==> config.mk <==
export PLATFORM = sky130hd
export DESIGN_NAME = rv32m_muldiv_unit
export DESIGN_NICKNAME = d
export VERILOG_FILES = /design/src/rtl/rv32m_muldiv_unit.sv
export SDC_FILE = /design/constraint.sdc
export NUM_CORES = 2
export LEC_CHECK = 0
export ABC_CLOCK_PERIOD_IN_PS = 7300
export BUFFER_PORTS_ARGS = -buffer_cell sky130_fd_sc_hd__clkbuf_2
export CELL_PAD_IN_SITES_DETAIL_PLACEMENT = 0
export CELL_PAD_IN_SITES_GLOBAL_PLACEMENT = 2
export CORE_AREA = 2 2 271 474
export DETAILED_ROUTE_END_ITERATION = 16
export DIE_AREA = 0 0 273 476
export PLACE_DENSITY_LB_ADDON = 0.1
export SYNTH_ARGS = -nofsm -noshare
export SYNTH_HDL_FRONTEND = slang
export SYNTH_SLANG_ARGS = --single-unit
==> constraint.sdc <==
create_clock -name clk -period 7.3 [get_ports clk]
set_input_delay 1.46 -clock clk [delete_from_list [all_inputs] [get_ports clk]]
set_output_delay 1.46 -clock clk [all_outputs]
set_load 0.03 [all_outputs]
==> src/rtl/rv32m_muldiv_unit.sv <==
// rv32m_muldiv_unit: RV32M execute unit. MUL* ops use a pipelined multiplier, DIV/REM ops an
// iterative restoring divider; single-issue start/busy/valid handshake for the hazard logic.
module rv32m_muldiv_unit #(
  parameter int XLEN          = 32,
  parameter int MUL_STAGES    = 2,
  parameter int DIV_RADIX_LOG = 1
) (
  input  logic            clk,
  input  logic            rst,
  input  logic            flush,
  input  logic            start,
  input  logic [2:0]      func3,
  input  logic [XLEN-1:0] op1,
  input  logic [XLEN-1:0] op2,
  input  logic [4:0]      rd_in,
  output logic            busy,
  output logic            valid_out,
  output logic [XLEN-1:0] result,
  output logic [4:0]      rd_out
);

  localparam int NITER = XLEN / DIV_RADIX_LOG;
  localparam int CW    = (NITER > 1) ? $clog2(NITER) : 1;
  localparam int MD    = (MUL_STAGES > 1) ? MUL_STAGES - 1 : 1;

  localparam logic [1:0] S_IDLE = 2'd0;
  localparam logic [1:0] S_PREP = 2'd1;
  localparam logic [1:0] S_ITER = 2'd2;

  logic [1:0]      r_state;
  logic [1:0]      r_f3;
  logic [4:0]      r_drd;
  logic            r_neg_q;
  logic            r_neg_r;
  logic [XLEN-1:0] r_rem;
  logic [XLEN-1:0] r_quo;
  logic [XLEN-1:0] r_dvs;
  logic [CW-1:0]   r_cnt;

  logic [MD-1:0]   r_mul_vld;
  logic [XLEN-1:0] r_mul_res [MD];
  logic [4:0]      r_mul_rd  [MD];

  logic              w_accept;
  logic              w_ma_sx;
  logic              w_mb_sx;
  logic [2*XLEN-1:0] w_ma;
  logic [2*XLEN-1:0] w_mb;
  logic [2*XLEN-1:0] w_mprod;
  logic [XLEN-1:0]   w_mul_sel;
  logic              w_mul_done;
  logic [XLEN-1:0]   w_mul_out;
  logic [4:0]        w_mul_rd;

  logic            w_sgn;
  logic            w_n1;
  logic            w_n2;
  logic            w_dz;
  logic            w_ovf;
  logic            w_spec;
  logic [XLEN-1:0] w_spec_res;
  logic [XLEN:0]   w_t;
  logic [XLEN-1:0] w_rem_n;
  logic [XLEN-1:0] w_quo_n;
  logic            w_last;
  logic [XLEN-1:0] w_q_fix;
  logic [XLEN-1:0] w_r_fix;
  logic            w_div_done;
  logic [XLEN-1:0] w_div_out;

  assign busy     = (r_state != S_IDLE) | (|r_mul_vld);
  assign w_accept = start & ~busy & ~flush;

  // Sign-extending both operands to 2*XLEN lets one unsigned multiply cover all four MUL flavours.
  assign w_ma_sx   = (func3[1:0] != 2'b11) & op1[XLEN-1];
  assign w_mb_sx   = ~func3[1] & op2[XLEN-1];
  assign w_ma      = {{XLEN{w_ma_sx}}, op1};
  assign w_mb      = {{XLEN{w_mb_sx}}, op2};
  assign w_mprod   = w_ma * w_mb;
  assign w_mul_sel = (func3[1:0] == 2'b00) ? w_mprod[XLEN-1:0] : w_mprod[2*XLEN-1:XLEN];

  // Multiplier pipeline: MUL_STAGES-1 stages, the output register provides the last one.
  always_ff @(posedge clk or negedge rst) begin
    if (!rst) begin
      r_mul_vld <= {MD{1'b0}};
      for (int i = 0; i < MD; i++) begin
        r_mul_res[i] <= {XLEN{1'b0}};
        r_mul_rd[i]  <= 5'd0;
      end
    end else if (flush) begin
      r_mul_vld <= {MD{1'b0}};
    end else begin
      r_mul_vld[0] <= w_accept & ~func3[2] & (MUL_STAGES > 1);
      if (w_accept) begin
        r_mul_res[0] <= w_mul_sel;
        r_mul_rd[0]  <= rd_in;
      end
      for (int i = 1; i < MD; i++) begin
        r_mul_vld[i] <= r_mul_vld[i-1];
        r_mul_res[i] <= r_mul_res[i-1];
        r_mul_rd[i]  <= r_mul_rd[i-1];
      end
    end
  end

  assign w_mul_done = (MUL_STAGES == 1) ? (w_accept & ~func3[2]) : r_mul_vld[MD-1];
  assign w_mul_out  = (MUL_STAGES == 1) ? w_mul_sel : r_mul_res[MD-1];
  assign w_mul_rd   = (MUL_STAGES == 1) ? rd_in : r_mul_rd[MD-1];

  // In PREP r_quo/r_dvs still hold the raw operands captured at accept.
  assign w_sgn      = ~r_f3[0];
  assign w_n1       = w_sgn & r_quo[XLEN-1];
  assign w_n2       = w_sgn & r_dvs[XLEN-1];
  assign w_dz       = (r_dvs == {XLEN{1'b0}});
  assign w_ovf      = w_sgn & (r_quo == {1'b1, {(XLEN-1){1'b0}}}) & (r_dvs == {XLEN{1'b1}});
  assign w_spec     = w_dz | w_ovf;
  assign w_spec_res = r_f3[1] ? (w_dz ? r_quo : {XLEN{1'b0}})
                              : (w_dz ? {XLEN{1'b1}} : r_quo);

  // Restoring shift-subtract, DIV_RADIX_LOG quotient bits per cycle.
  always_comb begin
    w_rem_n = r_rem;
    w_quo_n = r_quo;
    w_t     = {(XLEN+1){1'b0}};
    for (int k = 0; k < DIV_RADIX_LOG; k++) begin
      w_t     = {w_rem_n, w_quo_n[XLEN-1]};
      w_quo_n = {w_quo_n[XLEN-2:0], 1'b0};
      if (w_t >= {1'b0, r_dvs}) begin
        w_t        = w_t - {1'b0, r_dvs};
        w_quo_n[0] = 1'b1;
      end else begin
        w_quo_n[0] = 1'b0;
      end
      w_rem_n = w_t[XLEN-1:0];
    end
  end

  // Sign fix-up is folded into the last iteration edge so that result lands at XLEN/k+2.
  assign w_last     = (r_cnt == CW'(NITER - 1));
  assign w_q_fix    = r_neg_q ? -w_quo_n : w_quo_n;
  assign w_r_fix    = r_neg_r ? -w_rem_n : w_rem_n;
  assign w_div_done = ((r_state == S_PREP) & w_spec) | ((r_state == S_ITER) & w_last);
  assign w_div_out  = (r_state == S_PREP) ? w_spec_res : (r_f3[1] ? w_r_fix : w_q_fix);

  // Divider FSM: IDLE -> PREP -> ITER -> IDLE, specials leave directly from PREP.
  always_ff @(posedge clk or negedge rst) begin
    if (!rst) begin
      r_state <= S_IDLE;
      r_f3    <= 2'b00;
      r_drd   <= 5'd0;
      r_neg_q <= 1'b0;
      r_neg_r <= 1'b0;
      r_rem   <= {XLEN{1'b0}};
      r_quo   <= {XLEN{1'b0}};
      r_dvs   <= {XLEN{1'b0}};
      r_cnt   <= {CW{1'b0}};
    end else if (flush) begin
      r_state <= S_IDLE;
    end else begin
      case (r_state)
        S_IDLE: begin
          if (w_accept & func3[2]) begin
            r_state <= S_PREP;
            r_f3    <= func3[1:0];
            r_drd   <= rd_in;
            r_quo   <= op1;
            r_dvs   <= op2;
          end else begin
            r_state <= S_IDLE;
          end
        end
        S_PREP: begin
          r_neg_q <= w_n1 ^ w_n2;
          r_neg_r <= w_n1;
          r_quo   <= w_n1 ? -r_quo : r_quo;
          r_dvs   <= w_n2 ? -r_dvs : r_dvs;
          r_rem   <= {XLEN{1'b0}};
          r_cnt   <= {CW{1'b0}};
          r_state <= w_spec ? S_IDLE : S_ITER;
        end
        S_ITER: begin
          r_rem   <= w_rem_n;
          r_quo   <= w_quo_n;
          r_cnt   <= r_cnt + CW'(1);
          r_state <= w_last ? S_IDLE : S_ITER;
        end
        default: begin
          r_state <= S_IDLE;
        end
      endcase
    end
  end

  // Output register: result/rd_out hold their value between completions.
  always_ff @(posedge clk or negedge rst) begin
    if (!rst) begin
      valid_out <= 1'b0;
      result    <= {XLEN{1'b0}};
      rd_out    <= 5'd0;
    end else if (flush) begin
      valid_out <= 1'b0;
    end else if (w_mul_done) begin
      valid_out <= 1'b1;
      result    <= w_mul_out;
      rd_out    <= w_mul_rd;
    end else if (w_div_done) begin
      valid_out <= 1'b1;
      result    <= w_div_out;
      rd_out    <= r_drd;
    end else begin
      valid_out <= 1'b0;
    end
  end

endmodule

Yosys cells after proc, flatten, opt, wreduce, memory -nomap -nowiden
Index checks and enable logic that the tools add are counted.

Register bits: 188. Input bits: 76. Output and inout bits: 39. Logic and storage cells: 99.

Add/sub/neg operators: 6. Multiply operators: 1. $lt $le $gt $ge: 1. Equality and inequality tests: 9. Mux-type cells: 31. Bitwise logic cells: 21. Reduce and logical (&&, ||, !) cells: 15.

Operators by type and width (number): two-way mux 32 bit (15); negation 32 bit (4); one-hot mux 32 bit (2 select lines) (2); one-hot mux 32 bit (3 select lines) (1); equality test 32 bit (second input constant) (2); multiplier 33 x 33 -> 64 bit (1); >= comparator 33 x 32 -> 1 bit (1); logical NOT 32 bit (1); subtractor 32 bit (1); AND 1 bit (12); two-way mux 5 bit (2); one-hot mux 5 bit (2 select lines) (1); != test 2 bit (second input constant) (4); AND reduction 2 bit (4); AND reduction 4 bit (2); nonzero test 2 bit (4); two-way mux 1 bit (6); two-way mux 2 bit (3); one-hot mux 2 bit (3 select lines) (1); adder 5 x 1 -> 5 bit (second input constant) (1); equality test 5 bit (second input constant) (1); NOT 1 bit (5); logical NOT 2 bit (2); OR 1 bit (3); 5 further kinds (5).

Logic depth before layout (Yosys ltp)
Depth after elaboration: 9. Depth in mapped cells: 32. Gate-level depth less buffers: 30.

Worst setup path after synthesis
No wires, ideal clock.

Kind: input -> register. From: input port op1[31]. To: register r_mul_res[26] (netlist name). Library setup time: 138 ps. Arrival time: 9237 ps. Path slack: -2075 ps. Stages on the path: 28. Path buffers: 3. Path through: a21boi_0 -> clkbuf_1 -> clkbuf_1 -> nand2_1 -> fa_1 -> fa_1 -> inv_1 -> fa_1 -> inv_1 -> fa_1 -> inv_1 -> fa_1 -> fa_1 -> fa_1 -> inv_1 -> fa_1 -> inv_1 -> ha_1 -> clkbuf_1 -> a21o_1 -> a21o_1 -> a21oi_1 -> o21ai_0 -> a221o_1 -> a21oi_1 -> o21ai_0 -> xnor2_1 -> o221ai_1.

Longest elaborated chain between the ends: 3.

Ends and longest elaborated chain: from (decl) (line 13) `input logic [XLEN-1:0] op1,`; AND 1 bit (line 75) `assign w_ma_sx = (func3[1:0] != 2'b11) & op1[XLEN-1];`; multiplier 33 x 33 -> 64 bit (*) (line 79) `assign w_mprod = w_ma * w_mb;`; two-way mux 32 bit (*) (line 80) `assign w_mul_sel = (func3[1:0] == 2'b00) ? w_mprod[XLEN-1:0] : w_mprod[2*XLEN-1:XLEN];`; to (signal, indexed assignment) (line 87) `r_mul_res[i] <= {XLEN{1'b0}};`; to (signal, indexed assignment) (line 100) `r_mul_res[i] <= r_mul_res[i-1];`; to (decl) (line 41) `logic [XLEN-1:0] r_mul_res [MD];`.

Mark *: on every way between the ends. The rest lies on a longest branch, timed or not. A chain may end at the register's enable or synchronous reset.

Final worst setup path
From: input port op1[31]. To: register r_mul_res[27] (netlist name).

The elaborated chain is that of the path after synthesis.

==> metrics.csv <==
stage,metric,value,unit
clock_tree,cts_buffers,17,
yosys,ys_async_sr_fraction,100.0,%
yosys,synth.avg_cell_area,8.709,um^2
setup_path,max_stage_delay,0.69,ns
timing,max_freq,0.1171,GHz
yosys,synth_fp_nets,7502,
setup_path,worstPathMaxFanout,6,
setup_path,cp_common_cell,fa_1,
timing,timing.final.crit_share,117.0,%
place,place_area,0.06017,mm^2
global_route,grt_use_met2,59.90,%
setup_path,critPathTopFamily,adder cells,
global_route,use_met3,1.982,%
place,pre_cts_ws,-2.019,ns
floorplanning,core_area,0.1264,mm^2
cells_and_area,syn_to_final_growth,18.14,%
setup_path,worstSetupEndpointType,flip-flop,
yosys,synth_edf_count,0,
clock_tree,cts.htree.levels,4,
setup_path,crit_buf_inv,7,
global_route,use_met1,34.13,%
timing,slew_headroom,25.81,%
global_route,grt_pass1_wl,302600,um
route,post_drt_wl_per_cell,24.90,um
route,antenna_left,0,
route,viasPerCell,5.366,
floorplanning,die_h,476,um
global_route,grt_usage,31.82,%
floorplanning,fp.dieW,273,um
yosys,ys_ff_latch,188,
clock_tree,insertion_delay,0.49,ns
yosys,post-synth-top-count-cell,inv_1,
route,drc,0,
global_route,grt_overflow_total,0,
min_path,hp-class,reg -> reg,
outcome,failed_checks,setup timing,
setup_path,crit_slowest_cell,fa_2,
cells_and_area,fin_area,0.06219,mm^2
flow_run,cap_violations,0,
yosys,seq_area_frac_synth,8.936,%
clock_tree,cts_tree,built,
timing,slew_viol_final,0,
global_route,busiest_layer,met2,
setup_path,start_kind,input port,
setup_path,crit_start,op1[31],
yosys,synthTopCellsByCount,"inv_1, fa_1, nand2_1, and2_1, clkbuf_1",
setup_path,cp.required,7.66,ns
setup_path,crit_type,in -> reg,
min_path,min_from,r_mul_rd[4]$_DFFE_PN0P_,
yosys,synth_warnings,0,
clock_tree,cts_num_sinks,188,
timing,setup_viol,32,
yosys,syn-cell-area,0.05265,mm^2
cells_and_area,fin_nets,7922,
clock_tree,cts_root_buffer,clkbuf_16,
global_route,antenna_found_initial,14,
floorplanning,fp.dieArea,0.1299,mm^2
clock_tree,clock_path_buffers,2,
route,drt_iter0_markers,2341,
outcome,status,"finished, violations left",
yosys,synth_cell_types,111,
timing,skew,0.02396,ns
cells_and_area,final_cells,8149,
place,io_buffers,114,
timing,tightest_slew,1.109,ns
floorplanning,start_util,41.65,%
timing,period_needed,8.542,ns
place,gp_congestion,0.9460,
yosys,ys.flop_type,dfrtp_1,
floorplanning,rows,173,
global_route,grt_max_degree,106,
setup_path,critPathArrivalTime,8.90,ns
yosys,synth_top_area_share,42.82,%
timing,rsz0062_at_grt,yes,
place,dp.cells,8069,
yosys,synthCells,6045,
timing,fin_ws,-1.242,ns
yosys,synth_area_leaders,"fa_1, dfrtp_1, inv_1",
clock_tree,path_clk_slew,0.10,ns
global_route,grt_pass1_vias,47860,
route,firstDrtPassIters,5,
clock_tree,hold_buffers,0,
cells_and_area,drive_gt1_share,17.57,%
route,drt_wl_total,202900,um
yosys,synth_top_cell_by_area,fa_1,
route,num_vias,43730,
floorplanning,ioPinCount,115,
timing,timing_hold_violations_final,0,
setup_path,rr_startpoint,r_dvs[26]$_DFFE_PN0P_,
place,dpl.hpwl,172900,um
through the flow:
stage | TNS, ns | util [%] | hold WS [ns]
2_1_floorplan | -24.28 | - | 0.4454
3_3_place_gp | -54.47 | 47.60 | 0.4580
3_5_place_dp | -54.75 | 47.60 | 0.4648
4_1_cts | -32.69 | 48.76 | 0.4838
5_1_grt | -40.01 | 49.19 | 0.5107
6_report | -33.11 | 49.20 | 0.4792
sequential cells by signal, summed over array words and instances (netlist names), 5 cells and up:
name       flops
r_mul_res     32
r_quo         32
result        32
r_drd          5
r_mul_rd       5
rd_out         5
r_cnt          5
r_rem         32
r_dvs         32
per-layer routing:
layer	wire, um	vias up	part of all wire [%]
met5	36	-	0.018
met4	16410	6	8.1
met3	5782	468	2.8
met2	109400	1104	54
met1	71330	22680	35
li1	-	19470	-
cell families after synthesis:
group	share of synthesized area, %
adders and majority gates	49.05
xor gates and xnor gates	2.629
buffers and inverters	11.17
and+or+nand+nor	16.66
muxes	1.012
DFF	8.936
AOI/OAI and AO/OA	10.54
final timing paths:
kind                       slack [ns]  cells past startpoint                         to
max in group asynchronous        5.07                      2       r_dvs[5]$_DFFE_PN0P_
setup reg to reg                 0.95                     20     result[14]$_DFFE_PN0P_
hold reg to reg                  0.48                      2    r_mul_rd[4]$_DFFE_PN0P_
min in group asynchronous        0.99                      1       r_cnt[2]$_DFFE_PN0P_
hold / removal                   0.48                      2    r_mul_rd[4]$_DFFE_PN0P_
setup / recovery                -1.24                     30  r_mul_res[27]$_DFFE_PN0P_
worst register-to-register path, stage by stage (launching register included):
cell and delay (ns):
dfrtp_1 0.66, inv_1 0.27, ha_1 0.50, nand4_1 0.32, nor3_1 0.24, nand3_1 0.27
a31oi_4 0.42, inv_2 0.12, nand2_4 0.09, inv_4 0.04, o21ai_0 0.40, ha_1 0.27
inv_1 0.09, or4b_2 0.69, or4_1 0.50, o21a_1 0.15, o21ai_1 0.16, xnor2_1 0.19
a211oi_1 0.12, a21oi_1 0.62, o21ai_1 0.10
area by class of cell:
type	instances	area, um^2
diodes	9	22.52
flip-flops and latches	188	4705
clock buffers	17	425.4
clock inverters	15	205.2
inverters	1168	4393
multi-input cells	4307	43400
repair buffers	783	6965
fillers	12400	64220
well taps	1662	2079
cell usage in the layout (no fill, tap or decap), types with 28 or more instances in the layout:
cell	instances
a21oi_1	175
xor2_1	48
dfrtp_1	188
a21oi_2	34
xnor2_1	98
nor2_1	183
o22ai_1	39
ha_4	29
o211ai_1	31
a211oi_1	28
clkbuf_2	107
o21ai_0	198
nand2_1	957
fa_2	40
o21ai_1	35
mux2i_1	42
a21o_1	59
o31ai_1	30
and2_1	347
nand3_1	64
buf_12	93
buf_4	550
inv_1	1139
fa_1	1086
nor3_1	49
ha_1	225
timing repair:
| item | in CTS | in global routing |
|---|---|---|
| setup endpoints to repair | 32 | 32 |
| gates resized for setup | 143 | 87 |
| gates cloned | 1 | 1 |
| buffers inserted | 17 | 23 |
| pin swaps | 63 | 69 |
Power is left out: the tool's default activity adds up to more than one toggle a clock period on the data nets, which glitch-free logic cannot reach.
